[config.mk]
export PLATFORM = sky130hd
export DESIGN_NAME = multi_rate_divider
export DESIGN_NICKNAME = d
export VERILOG_FILES = /design/src/rtl/multi_rate_divider.sv
export SDC_FILE = /design/constraint.sdc
export NUM_CORES = 1
export LEC_CHECK = 0
export CORE_UTILIZATION = 56
export CTS_CLUSTER_DIAMETER = 50
export CTS_CLUSTER_SIZE = 40
export DETAILED_ROUTE_END_ITERATION = 7
export HOLD_SLACK_MARGIN = 0.06
export PLACE_DENSITY = 0.77
export REMOVE_ABC_BUFFERS = 1
export SLEW_MARGIN = 40
export SYNTH_ARGS = -nofsm -noshare
export SYNTH_HDL_FRONTEND = slang
export SYNTH_HIERARCHICAL = 1
export SYNTH_SLANG_ARGS = --single-unit
[constraint.sdc]
create_clock -name masterclk -period 3.25 [get_ports masterclk]
set_clock_uncertainty 0.15 [all_clocks]
set_input_delay 0.65 -clock masterclk [delete_from_list [all_inputs] [get_ports masterclk]]
set_output_delay 0.65 -clock masterclk [all_outputs]
set_load 0.01 [all_outputs]
[src/rtl/multi_rate_divider.sv]
// multi_rate_divider
//   Derives NUM_CH independent divided rates from a single master clock.
//   Each channel produces a one-cycle tick every div[c] enabled cycles and a
//   square wave that toggles on every tick. Divide ratios can be reloaded at
//   run time; illegal loads are dropped and latch a sticky error flag.
//
// Ports
//   masterclk  in   master clock, all state on posedge
//   rst        in   synchronous active-high reset
//   en         in   global count enable
//   sync       in   restart every channel counter (phase align)
//   ld         in   divide-ratio load strobe
//   ld_ch      in   [1:0] channel targeted by ld
//   ld_div     in   [CNT_W-1:0] new divide ratio (must be non-zero)
//   tick       out  [NUM_CH-1:0] one-cycle strobe per channel
//   sq         out  [NUM_CH-1:0] square wave per channel, period 2*div
//   err        out  sticky illegal-load flag, cleared only by rst

// One divider channel: ratio register, counter, registered tick and sq.
module mrd_chan #(
   parameter int               CNT_W   = 27,
   parameter logic [CNT_W-1:0] DIV_RST = '1
) (
   input  logic             masterclk,
   input  logic             rst,
   input  logic             en,
   input  logic             sync,
   input  logic             ld_hit,
   input  logic [CNT_W-1:0] ld_div,
   output logic             tick,
   output logic             sq
);
   localparam logic [CNT_W-1:0] ONE = CNT_W'(1);

   logic [CNT_W-1:0] div;
   logic [CNT_W-1:0] cnt;
   logic [CNT_W-1:0] div_m1;

   // Terminal count is div-1 so wrap never depends on counter overflow.
   assign div_m1 = div - ONE;

   always_ff @(posedge masterclk) begin
      if (rst) begin
         div  <= DIV_RST;
         cnt  <= '0;
         tick <= 1'b0;
         sq   <= 1'b0;
      end else begin
         if (ld_hit)
            div <= ld_div;
         // Load and sync both restart the count; sq keeps its phase.
         if (sync || ld_hit) begin
            cnt  <= '0;
            tick <= 1'b0;
         end else if (en) begin
            if (cnt == div_m1) begin
               cnt  <= '0;
               tick <= 1'b1;
               sq   <= ~sq;
            end else begin
               cnt  <= cnt + ONE;
               tick <= 1'b0;
            end
         end else begin
            tick <= 1'b0;
         end
      end
   end
endmodule

module multi_rate_divider #(
   parameter int                      NUM_CH   = 3,
   parameter int                      CNT_W    = 27,
   parameter logic [NUM_CH*CNT_W-1:0] DIV_INIT = {27'd100000, 27'd50000000, 27'd100000000}
) (
   input  logic              masterclk,
   input  logic              rst,
   input  logic              en,
   input  logic              sync,
   input  logic              ld,
   input  logic [1:0]        ld_ch,
   input  logic [CNT_W-1:0]  ld_div,
   output logic [NUM_CH-1:0] tick,
   output logic [NUM_CH-1:0] sq,
   output logic              err
);
   localparam logic [2:0] NCH = 3'(NUM_CH);

   logic ld_ok;

   // A load is accepted only for an existing channel and a non-zero ratio.
   assign ld_ok = ld && ({1'b0, ld_ch} < NCH) && (ld_div != '0);

   always_ff @(posedge masterclk) begin
      if (rst)
         err <= 1'b0;
      else if (ld && !ld_ok)
         err <= 1'b1;
   end

   for (genvar c = 0; c < NUM_CH; c++) begin : g_ch
      mrd_chan #(
         .CNT_W   (CNT_W),
         .DIV_RST (DIV_INIT[c*CNT_W +: CNT_W])
      ) u_ch (
         .masterclk (masterclk),
         .rst       (rst),
         .en        (en),
         .sync      (sync),
         .ld_hit    (ld_ok && (ld_ch == 2'(c))),
         .ld_div    (ld_div),
         .tick      (tick[c]),
         .sq        (sq[c])
      );
   end
endmodule

# ---- After elaboration in Yosys (flattened, before gate mapping)
# Cells that the tools add are included.
# Widths: inputs -> output; s select.
dict set report word_totals {
  inputBits 34
  elab_cells 59
  output_inout_bits 7
  regBits 169
}
dict set report op_classes {
  n_bitwise 7
  n_reduce_logical 21
  magnitude_cmp 1
  mux 6
  n_eq_ne 5
  n_addsub 6
}
# op n
set ops {}
lappend ops {{$add 27x1->27 const B} 3}
lappend ops {{$eq 27x27->1} 3}
lappend ops {{$mux 27} 3}
lappend ops {{$sub 27x1->27 const B} 3}
lappend ops {{$reduce_bool 27->1} 1}
lappend ops {{$reduce_and 3->1} 3}
lappend ops {{$reduce_or 3->1} 3}
lappend ops {{$not 1->1} 7}
lappend ops {{$logic_and 1x1->1} 6}
lappend ops {{$reduce_or 2->1} 3}
lappend ops {{$logic_or 1x1->1} 3}
lappend ops {{$mux 1} 3}
lappend ops {{$eq 2x1->1 const B} 1}
lappend ops {{$eq 2x2->1 const B} 1}
lappend ops {{$logic_not 2->1} 1}
lappend ops {{$lt 2x2->1 const B} 1}
lappend ops {{$logic_not 1->1} 1}

# ---- Longest topological paths before layout
# Gate-level depths: netlist of run 1.
dict set report depth {
  ltp_word 7
  depth_mapped 13
  ltp_nobuf 10
}

# ---- Cells and area by module
# The synthesis of run 1 kept the hierarchy.
# mod cells_per_inst area_per_inst_um2 seq_area_each_um2 n_inst
set modules_own_cells {}
lappend modules_own_cells {{mrd_chan at g_ch[0].u_ch ...} 369 3183.1 1121.1 2}
lappend modules_own_cells {{mrd_chan at g_ch[2].u_ch} 378 3266.9 1121.1 1}
lappend modules_own_cells {multi_rate_divider 19 132.6 20.0 1}

# ---- Least setup slack after synthesis of run 1
# Ideal clock, no wire load.
dict set report synth_timing {
  kind {register to register}
  start {reg g_ch[2].u_ch.div[0]}
  end {reg g_ch[2].u_ch.cnt[15]}
  arrival_ns 2.955
  path_buffers 3
  required_ns 2.985
  path_stages_with_launch 14
  setup_slack_ns 0.030
  synth_period_minus_slack_ns 3.220
  setup_ns 0.115
  cell_sequence {dfxtp_1 clkbuf_1 inv_1 ha_1 nor3b_2 nand4_2 or4_1 o211a_1 a211o_1 a2111oi_4 a31o_1 buf_6 buf_12 nor2_1}
}
dict set report synth_between {
  elab_chain_cells 3
}
# element line_no
set synth_lines {}
lappend synth_lines {{start, declared} 35} ;# logic [CNT_W-1:0] div;
lappend synth_lines {{start signal, assigned} 50} ;# div <= ld_div;
lappend synth_lines {{$sub 27x1->27} 40} ;# assign div_m1 = div - ONE;
lappend synth_lines {{$eq 27x27->1} 56} ;# if (cnt == div_m1) begin
lappend synth_lines {{$mux 27} 56}
lappend synth_lines {{end signal, assigned} 61} ;# cnt <= cnt + ONE;
lappend synth_lines {{end, declared} 36} ;# logic [CNT_W-1:0] cnt;
# No other way between the ends.
# A chain may end at the register's enable or synchronous reset.

# ---- Worst setup path after layout of run 1
dict set report layout_timing {
  start {reg g_ch[2].u_ch.div[0]}
  end {reg g_ch[2].u_ch.cnt[11]}
}
# The elaborated chain is that of the path after synthesis.

==> results of run 1 <==
## placed cells by master, fill, tap and decap left out, types with 5 or more instances in the layout
cell             instances
nor2_1                 195
dfxtp_1                169
xnor2_1                108
buf_4                  105
nand2_1                 78
mux2i_1                 76
xor2_1                  74
nand3_1                 43
nand4_1                 39
clkdlybuf4s50_1         39
nor3_1                  33
inv_1                   22
clkbuf_16               18
or3_1                   16
nor4_1                  14
a21oi_1                 14
o21ai_0                 14
nor2b_1                 13
and3_1                  12
and4_1                  10
o211ai_1                10
a211o_1                 10
nor4_2                   9
or4_1                    8
nor3_2                   6
nor4_4                   6
a31oi_1                  6
clkinv_4                 5
o31ai_1                  5
a211oi_1                 5
nand2b_1                 5
ha_1                     5
## logic make-up after synthesis
group,Yosys count,synth area share [%]
and+or+nand+nor,530,28.49
buffers and inverters,69,3.536
DFF,169,34.64
muxes,80,8.251
xor gates and xnor gates,184,16.78
AOI/OAI and AO/OA,97,7.521
adders and majority gates,6,0.7687
## power by group through the flow
stage / clock (W) / sequential, W / combinational [W]
floorplan: 0 / 0.00220 / 0.000282
global placement: 0 / 0.00221 / 0.000527
detailed placement: 0 / 0.00221 / 0.000540
CTS: 0.00199 / 0.00216 / 0.000546
global route: 0.00208 / 0.00217 / 0.000606
finish: 0.00197 / 0.00217 / 0.000568
## critical path, delay by kind of cell (launching register included)
kind	cells	cell delay [ps]
adder cells (fa/ha/maj)	1	200
AND/OR/NAND/NOR	4	990
flip-flops	1	310
AO/OA/AOI/OAI	4	1140
buffers and inverters	2	240
## state kept, by name, indices dropped and copies added (netlist names)
register,count
err,1
g_ch.u_ch/div,81
g_ch.u_ch/tick,3
g_ch.u_ch/cnt,81
g_ch.u_ch/sq,3
## through the flow
stage	hold slack, ps	area (sq um)	setup WS [ps]	TNS, ps
after floorplan	314.3	9503	-1922	-248520
after global placement	342.6	11040	-93.27	-1950
after detailed placement	361.3	11040	-102.6	-1339
after CTS	381.5	11620	30.86	0
after global routing	399.9	11710	-34.09	-557.5
final	381.2	11710	98.72	0
## worst min path at each step
stage	start	end	slack [ps]
finish	g_ch[0].u_ch/cnt[26]$_SDFFE_PP0P_	g_ch[0].u_ch/cnt[26]$_SDFFE_PP0P_	380
global route	g_ch[0].u_ch/div[26]$_SDFFE_PP1P_	g_ch[0].u_ch/div[26]$_SDFFE_PP1P_	400
CTS	g_ch[1].u_ch/div[26]$_SDFFE_PP0P_	g_ch[1].u_ch/div[26]$_SDFFE_PP0P_	380
detailed placement	g_ch[1].u_ch/div[26]$_SDFFE_PP0P_	g_ch[1].u_ch/div[26]$_SDFFE_PP0P_	360
global placement	g_ch[0].u_ch/div[26]$_SDFFE_PP1P_	g_ch[0].u_ch/div[26]$_SDFFE_PP1P_	340
floorplan	g_ch[0].u_ch/div[26]$_SDFFE_PP1P_	g_ch[0].u_ch/div[26]$_SDFFE_PP1P_	310
## per-layer routing
layer	global-route usage [%]	part of all wire (%)	wire (um)
met4	14.61	4.3	1157
met1	40.90	43	11800
met2	49.08	45	12210
met5	0	0	0
met3	6.538	7.6	2058
## synthesized netlist by cell type (5+ instances only)
library cell / instances / area [sq um]
ha_1: 6 / 75.07
a211oi_1: 5 / 37.54
nor4_2: 7 / 87.58
o31ai_1: 5 / 37.54
a21oi_1: 14 / 70.07
and3_1: 12 / 75.07
nor2_1: 196 / 735.7
nand2b_1: 5 / 31.28
nor2b_1: 13 / 81.33
a31oi_1: 6 / 37.54
xor2_1: 74 / 648.1
dfxtp_1: 169 / 3383
mux2i_1: 76 / 760.7
nor3b_1: 6 / 45.04
nand4_1: 39 / 244.0
nand3_1: 43 / 215.2
nor4_4: 5 / 106.4
buf_6: 6 / 67.56
o211ai_1: 10 / 75.07
buf_1: 7 / 26.28
clkbuf_1: 29 / 108.9
or3_1: 16 / 100.1
or4_1: 9 / 67.56
xnor2_1: 108 / 945.9
nor3_1: 38 / 190.2
a211o_1: 10 / 87.58
inv_1: 22 / 82.58
nor4_1: 17 / 106.4
and4_1: 10 / 87.58
nand2_1: 78 / 292.8
o21ai_0: 14 / 70.07
## repair_timing
action	CTS	global route
setup endpoints to repair	28	79
gates resized for setup	2	14
buffers inserted	0	0
gates cloned	0	1
pin swaps	0	2
## final cells by class
class	count	area, sq um	share of cell area, %
clock buffer	20	466.7	3.987
sequential	169	3383	28.90
inverter	22	82.58	0.7054
timing repair buffer	149	1269	10.84
clock inverter	12	105.1	0.8978
multi-input combinational	897	6125	52.32
tap	220	275.3	2.351
==> flow_summary.toml, run 1 <==
[run_status]
status = "finished clean"

[route]
drtPass1Iterations = 7
routed_via_density = 5.989
post_drt_wl_per_cell_um = 18.28
ant_nets = 0
drcViolationCount = 0
routed_wl_mm = 27.22
initialDrtViolationCount = 705
via_count = 8917

[worst_setup_path]
rr_startpoint = "g_ch[2].u_ch/div[0]$_SDFFE_PP0P_"
crit_arrival_ps = 3320
cpPeakStageDelay_ps = 560
critical_path_class = "flop to flop"
reg2reg_depth = 11
start_kind = "flop"
r2r_end = "g_ch[2].u_ch/cnt[11]$_SDFFE_PP0P_"
crit_fanout = 13
worst-r2r-setup-slack_ps = 100
required_ps = 3420
crit_end = "g_ch[2].u_ch/cnt[11]$_SDFFE_PP0P_"
end_kind = "flop"
cpMaxStageDelayCell = "or4_1"
cp_cell_sequence = "inv_1, ha_2, nor3b_4, nand4_2, or4_1, o211a_1, a211o_1, a2111oi_4, a31o_2, clkbuf_16, nor2_1"
worstSetupStartpoint = "g_ch[2].u_ch/div[0]$_SDFFE_PP0P_"

[min_path]
min_path_type = "flop to flop"
worstHoldPathCells = 2

[die]
die_y_um = 134.1
num_io_pins = 41
fp-row-count = 47
die-area_sq_mm = 0.01797
die_x_um = 134.1
coreArea_sq_mm = 0.01682
initial_core_util_pct = 58.06

[timing]
setup_violations = 0
worst_pin_slew_ps = 597.4
slew_viol_final = 0
finalCriticalPeriod_ps = 3151
max_freq_mhz = 317.3
relSlewSlack_pct = 60.18
hold_violations = 0
min_period_over_period_pct = 96.96

[pwr]
p_per_area_mw_per_mm2 = 401.7
power_w = 0.004703
p_comb_share_pct = 12.1
internal-power_w = 0.003432
p_switching_w = 0.001270
clkPwrFrac_pct = 41.9
swShare_pct = 27.01
p_leak_nw = 4.093
peakVddDrop_mv = 0.4235
seq_power_share_pct = 46.1

[place]
dp_hpwl_mm = 20.26
dp_cells = 1456
gp_congestion = 0.9634
portBuffers = 40

[synthesis]
yosysUniqueCellTypes = 74
synthArstFlopShare_pct = 0
ys.flop_type = "dfxtp_1"
synth_cells = 1135
ys_warn_count = 6
ys_ff_latch = 169
yosysSeqAreaShare_pct = 34.64
syn_avg_cell_area_sq_um = 8.604
synth_edf_count = 0
synth_area_sq_mm = 0.009766

[layout]
final_util_pct = 69.60
antennaDiodeCount = 0
layout-drive-gt1-share_pct = 15.76
stdcell_count = 1489
area_growth_syn_to_layout_pct = 19.87
fillers = 1338
fin_nets = 1296

[global_routing]
grt_max_degree = 33
grt_pass1_wl_mm = 43.57
grt_pass1_vias = 8428
groute.usage.overall_pct = 31.20
overflow = 0
antenna_found_initial = 0

[clock_network]
postCtsHoldBufs = 0
cts_root_buf = "clkbuf_16"
cts_buffers = 17
clock_path_buffers = 2
htreeDepth = 4
clock_latency_ps = 440
clk_pin_slew_ps = 70
cts_tree = "built"
cts_sinks = 169

[flow_run]
max-cap-violations = 0
No activity file was read; power rests on OpenSTA's default activity.
==> run 2, diff against run 1 <==
MAX_ROUTING_LAYER = met4   (was unset)
==> flow_summary.toml, run 2 (synthesis results as in run 1) <==
[run_status]
status = "finished clean"

[global_routing]
grt_max_degree = 37
grt_pass1_vias = 8341
groute.usage.overall_pct = 31.03
grt_pass1_wl_mm = 42.44
overflow = 0
antenna_found_initial = 0

[worst_setup_path]
crit_fanout = 13
crit_arrival_ps = 3360
end_kind = "flop"
worst-r2r-setup-slack_ps = 60
reg2reg_depth = 12
required_ps = 3410
critical_path_class = "flop to flop"
rr_startpoint = "g_ch[2].u_ch/div[1]$_SDFFE_PP0P_"
start_kind = "flop"
r2r_end = "g_ch[2].u_ch/cnt[18]$_SDFFE_PP0P_"

[die]
die-area_sq_mm = 0.01797
num_io_pins = 41
die_y_um = 134.1
initial_core_util_pct = 58.06
coreArea_sq_mm = 0.01682
fp-row-count = 47
die_x_um = 134.1

[clock_network]
clk_pin_slew_ps = 70
htreeDepth = 4
clock_path_buffers = 2
clock_latency_ps = 430
cts_buffers = 17
cts_tree = "built"
cts_root_buf = "clkbuf_16"
postCtsHoldBufs = 0
cts_sinks = 169

[layout]
area_growth_syn_to_layout_pct = 20.74
stdcell_count = 1491
fillers = 1325
multi_input_comb_area_sq_mm = 0.006165
final_cell_mix = "nor2_1, dfxtp_1, xnor2_1"
seqCellArea_sq_mm = 0.003385
fin_nets = 1298
final_common_cell = "nor2_1"
design_area_sq_mm = 0.01179
antennaDiodeCount = 0
reg.largest.list = "g_ch.u_ch/cnt (81), g_ch.u_ch/div (81)"
layout-drive-gt1-share_pct = 16.05

[place]
dpl-instance-area_sq_mm = 0.01103
dp_hpwl_mm = 19.78
place_ws_ps = -132.3
portBuffers = 40
dp_cells = 1453
gp_congestion = 0.9688

[route]
ant_nets = 0
routed_wl_mm = 27.03
initialDrtViolationCount = 778
drcViolationCount = 0
routed_via_density = 5.934
post_drt_wl_per_cell_um = 18.13
via_count = 8848
drtPass1Iterations = 5

[timing]
relSlewSlack_pct = 62.79
slew_viol_final = 0
min_period_over_period_pct = 98.27
worst_pin_slew_ps = 555.7
setup_violations = 0
hold_violations = 0
layout_setup_ws_ps = 56.19
max_freq_mhz = 313.1
finalCriticalPeriod_ps = 3194
fin_tns_setup_ps = 0

[pwr]
peakVddDrop_mv = 0.4129
power_w = 0.004638
p_leak_nw = 4.123
p_per_area_mw_per_mm2 = 393.4

[min_path]
hold_start = "g_ch[1].u_ch/div[23]$_SDFFE_PP1P_"
worstHoldPathCells = 2
hold_path_end = "g_ch[1].u_ch/div[23]$_SDFFE_PP1P_"
min_path_type = "flop to flop"

[flow_run]
max-cap-violations = 0
[run 2: layout make-up]
type,count,share of cell area [%]
Inverter,22,0.7003
Multi-Input combinational cell,897,52.28
Tap cell,220,2.334
Timing Repair Buffer,151,11.32
Sequential cell,169,28.70
Clock inverter,13,0.8171
Clock buffer,19,3.841
[run 2: layer usage]
| layer | routed length (um) | up-vias | track usage [%] |
|---|---|---|---|
| li1 | - | 4234 | - |
| met1 | 11820 | 4193 | 39.63 |
| met2 | 12400 | 351 | 48.85 |
| met3 | 1977 | 70 | 5.745 |
| met4 | 840 | 0 | 11.49 |
| met5 | 0 | - | - |
[run 2: worst max path at each step]
stage,from,endpoint,depth (start not counted)
after floorplan,ld_div[8],g_ch[2].u_ch/cnt[0]$_SDFFE_PP0P_,7
after global placement,ld_div[1],g_ch[2].u_ch/cnt[16]$_SDFFE_PP0P_,9
after detailed placement,ld_div[1],g_ch[2].u_ch/cnt[7]$_SDFFE_PP0P_,9
after CTS,g_ch[2].u_ch/div[0]$_SDFFE_PP0P_,g_ch[2].u_ch/cnt[14]$_SDFFE_PP0P_,10
after global routing,g_ch[2].u_ch/div[3]$_SDFFE_PP0P_,g_ch[2].u_ch/sq$_SDFFE_PP0P_,8
final,g_ch[2].u_ch/div[1]$_SDFFE_PP0P_,g_ch[2].u_ch/cnt[18]$_SDFFE_PP0P_,12
[run 2: repair_timing]
action                                  CTS  global route
resized for setup                         1            23
gates cloned                              0             3
endpoints found under the setup margin   11            81
pin swaps                                 0             8
setup buffers                             0             3
[run 2: stage by stage]
step                      utilization, %  hold WS (ps)
after floorplan                        -         314.3
after global placement             65.56         347.1
after detailed placement           65.56         364.9
after CTS                          68.86         383.1
after global routing               70.11         396.8
final                              70.11         385.1
[run 2: worst max-delay path, stage by stage, from the launching register on]
cell	delay (ps)
dfxtp_1	310
inv_1	90
ha_4	150
nor3b_4	260
nand4_4	170
buf_6	170
or3_1	360
a21oi_1	180
nand4_1	210
a2111oi_4	490
a31o_4	290
clkbuf_16	190
nor2_1	50
[run 2: where the power goes]
group	leakage (nW)	switching, W	internal (W)
registers	1.37	0.0000557	0.00211
logic	2.49	0.000311	0.000272
clock network	0.263	0.000868	0.00102
total	4.12	0.00123	0.00340
==> run 3, diff against run 2 <==
CTS_CLUSTER_DIAMETER = 200   (was 50)
SETUP_SLACK_MARGIN = 0.05   (was unset)
==> flow_summary.toml, run 3 (synthesis results as in run 1) <==
[die]
coreArea_sq_mm = 0.01682
die_x_um = 134.1
die_y_um = 134.1
die-area_sq_mm = 0.01797
fp-row-count = 47
num_io_pins = 41
initial_core_util_pct = 58.06

[pwr]
p_per_area_mw_per_mm2 = 389.9
p_leak_nw = 4.184
power_w = 0.004652
peakVddDrop_mv = 0.4084

[layout]
reg.largest.list = "g_ch.u_ch/cnt (81), g_ch.u_ch/div (81)"
multi_input_comb_area_sq_mm = 0.006231
antennaDiodeCount = 0
fin_nets = 1308
final_util_pct = 70.95
area_growth_syn_to_layout_pct = 22.19
final_common_cell = "nor2_1"
layout-drive-gt1-share_pct = 17.88
seqCellArea_sq_mm = 0.003388
fillers = 1296
final_cell_mix = "nor2_1, dfxtp_1, buf_4"

[run_status]
status = "finished clean"

[clock_network]
htreeDepth = 4
cts_buffers = 17
cts_sinks = 169
cts_root_buf = "clkbuf_16"
cts_tree = "built"
clock_latency_ps = 430
clock_path_buffers = 2
clk_pin_slew_ps = 60
postCtsHoldBufs = 0

[worst_setup_path]
worst-r2r-setup-slack_ps = 70
start_kind = "flop"
critical_path_class = "flop to flop"
end_kind = "flop"
required_ps = 3420
crit_fanout = 5
crit_arrival_ps = 3340

[timing]
hold_violations = 0
worst_pin_slew_ps = 521.7
fin_tns_setup_ps = 0
max_freq_mhz = 314.7
min_period_over_period_pct = 97.78
slew_viol_final = 0
setup_violations = 0
finalCriticalPeriod_ps = 3178
layout_setup_ws_ps = 72.24
relSlewSlack_pct = 64.95

[global_routing]
overflow = 0
groute.usage.overall_pct = 31.21
antenna_found_initial = 0
grt_max_degree = 37
grt_pass1_wl_mm = 42.69
grt_pass1_vias = 8381

[place]
place_ws_ps = -132.3
dp_hpwl_mm = 19.78
portBuffers = 40
gp_congestion = 0.9688

[route]
routed_wl_mm = 27.11
via_count = 8893
routed_via_density = 5.925
post_drt_wl_per_cell_um = 18.06
ant_nets = 0
drcViolationCount = 0
initialDrtViolationCount = 883
drtPass1Iterations = 5

[flow_run]
max-cap-violations = 0

[min_path]
min_path_type = "flop to flop"
==> run 3: cell count changes in the layout (fill, tap and decap cells not counted), moves of 3 or more <==
cell	previous run	this run
buf_4	103	111
dfxtp_2	1	4
buf_6	1	4
dfxtp_1	168	165
==> run 3: cell type report <==
cell class / instances / share of cell area (%)
Clock inverter: 13 / 0.8074
Multi-Input combinational cell: 897 / 52.22
Sequential cell: 169 / 28.39
Inverter: 22 / 0.6920
Tap cell: 220 / 2.307
Clock buffer: 19 / 3.796
Timing Repair Buffer: 161 / 11.79
==> run 3: metal layers <==
| metal | vias up | wire, um | GRT usage, % |
|---|---|---|---|
| li1 | 4253 | - | - |
| met1 | 4221 | 11840 | 39.80 |
| met2 | 344 | 12410 | 49.05 |
| met3 | 75 | 1930 | 5.329 |
| met4 | 0 | 934 | 12.61 |
| met5 | - | 0 | - |
==> run 3: where the power goes <==
| part | switching (W) | leakage (nW) | internal [W] |
|---|---|---|---|
| Clock | 0.000869 | 0.263 | 0.00102 |
| Combinational | 0.000315 | 2.55 | 0.000279 |
| Sequential | 0.0000563 | 1.37 | 0.00211 |
| Total | 0.00124 | 4.18 | 0.00341 |
==> run 3: timing repair <==
item,CTS,global route
resized for setup,6,39
buffers inserted,4,9
pin swaps,3,12
hold endpoints to repair,0,0
endpoints found under the setup margin,54,85
gates cloned,1,2
==> run 3: critical path: stages, from the launching register on <==
cell and delay [ps]:
dfxtp_2 330, buf_6 120, or4_4 540, nor3_4 230, and4bb_2 330, mux2i_2 260, a211oi_2 130, a2111oi_4 350
buf_4 180, nand4_1 120, mux2_4 330
==> run 3: worst paths after layout <==
kind | startpoint | end | depth (start not counted)
worst min register to register | g_ch[1].u_ch/div[23]$_SDFFE_PP1P_ | g_ch[1].u_ch/div[23]$_SDFFE_PP1P_ | 2
worst min-delay path | g_ch[1].u_ch/div[23]$_SDFFE_PP1P_ | g_ch[1].u_ch/div[23]$_SDFFE_PP1P_ | 2
worst max register to register | g_ch[2].u_ch/div[1]$_SDFFE_PP0P_ | g_ch[2].u_ch/sq$_SDFFE_PP0P_ | 10
worst max-delay path | g_ch[2].u_ch/div[1]$_SDFFE_PP0P_ | g_ch[2].u_ch/sq$_SDFFE_PP0P_ | 10
==> run 3: metrics by stage <==
step	std cells	cell area (sq um)	hold WS (ps)
floorplan	1088	9503	314.3
global placement	1453	11030	347.1
detailed placement	1453	11030	364.9
CTS	1490	11660	383.1
global route	1501	11930	396.8
finish	1501	11930	383.3
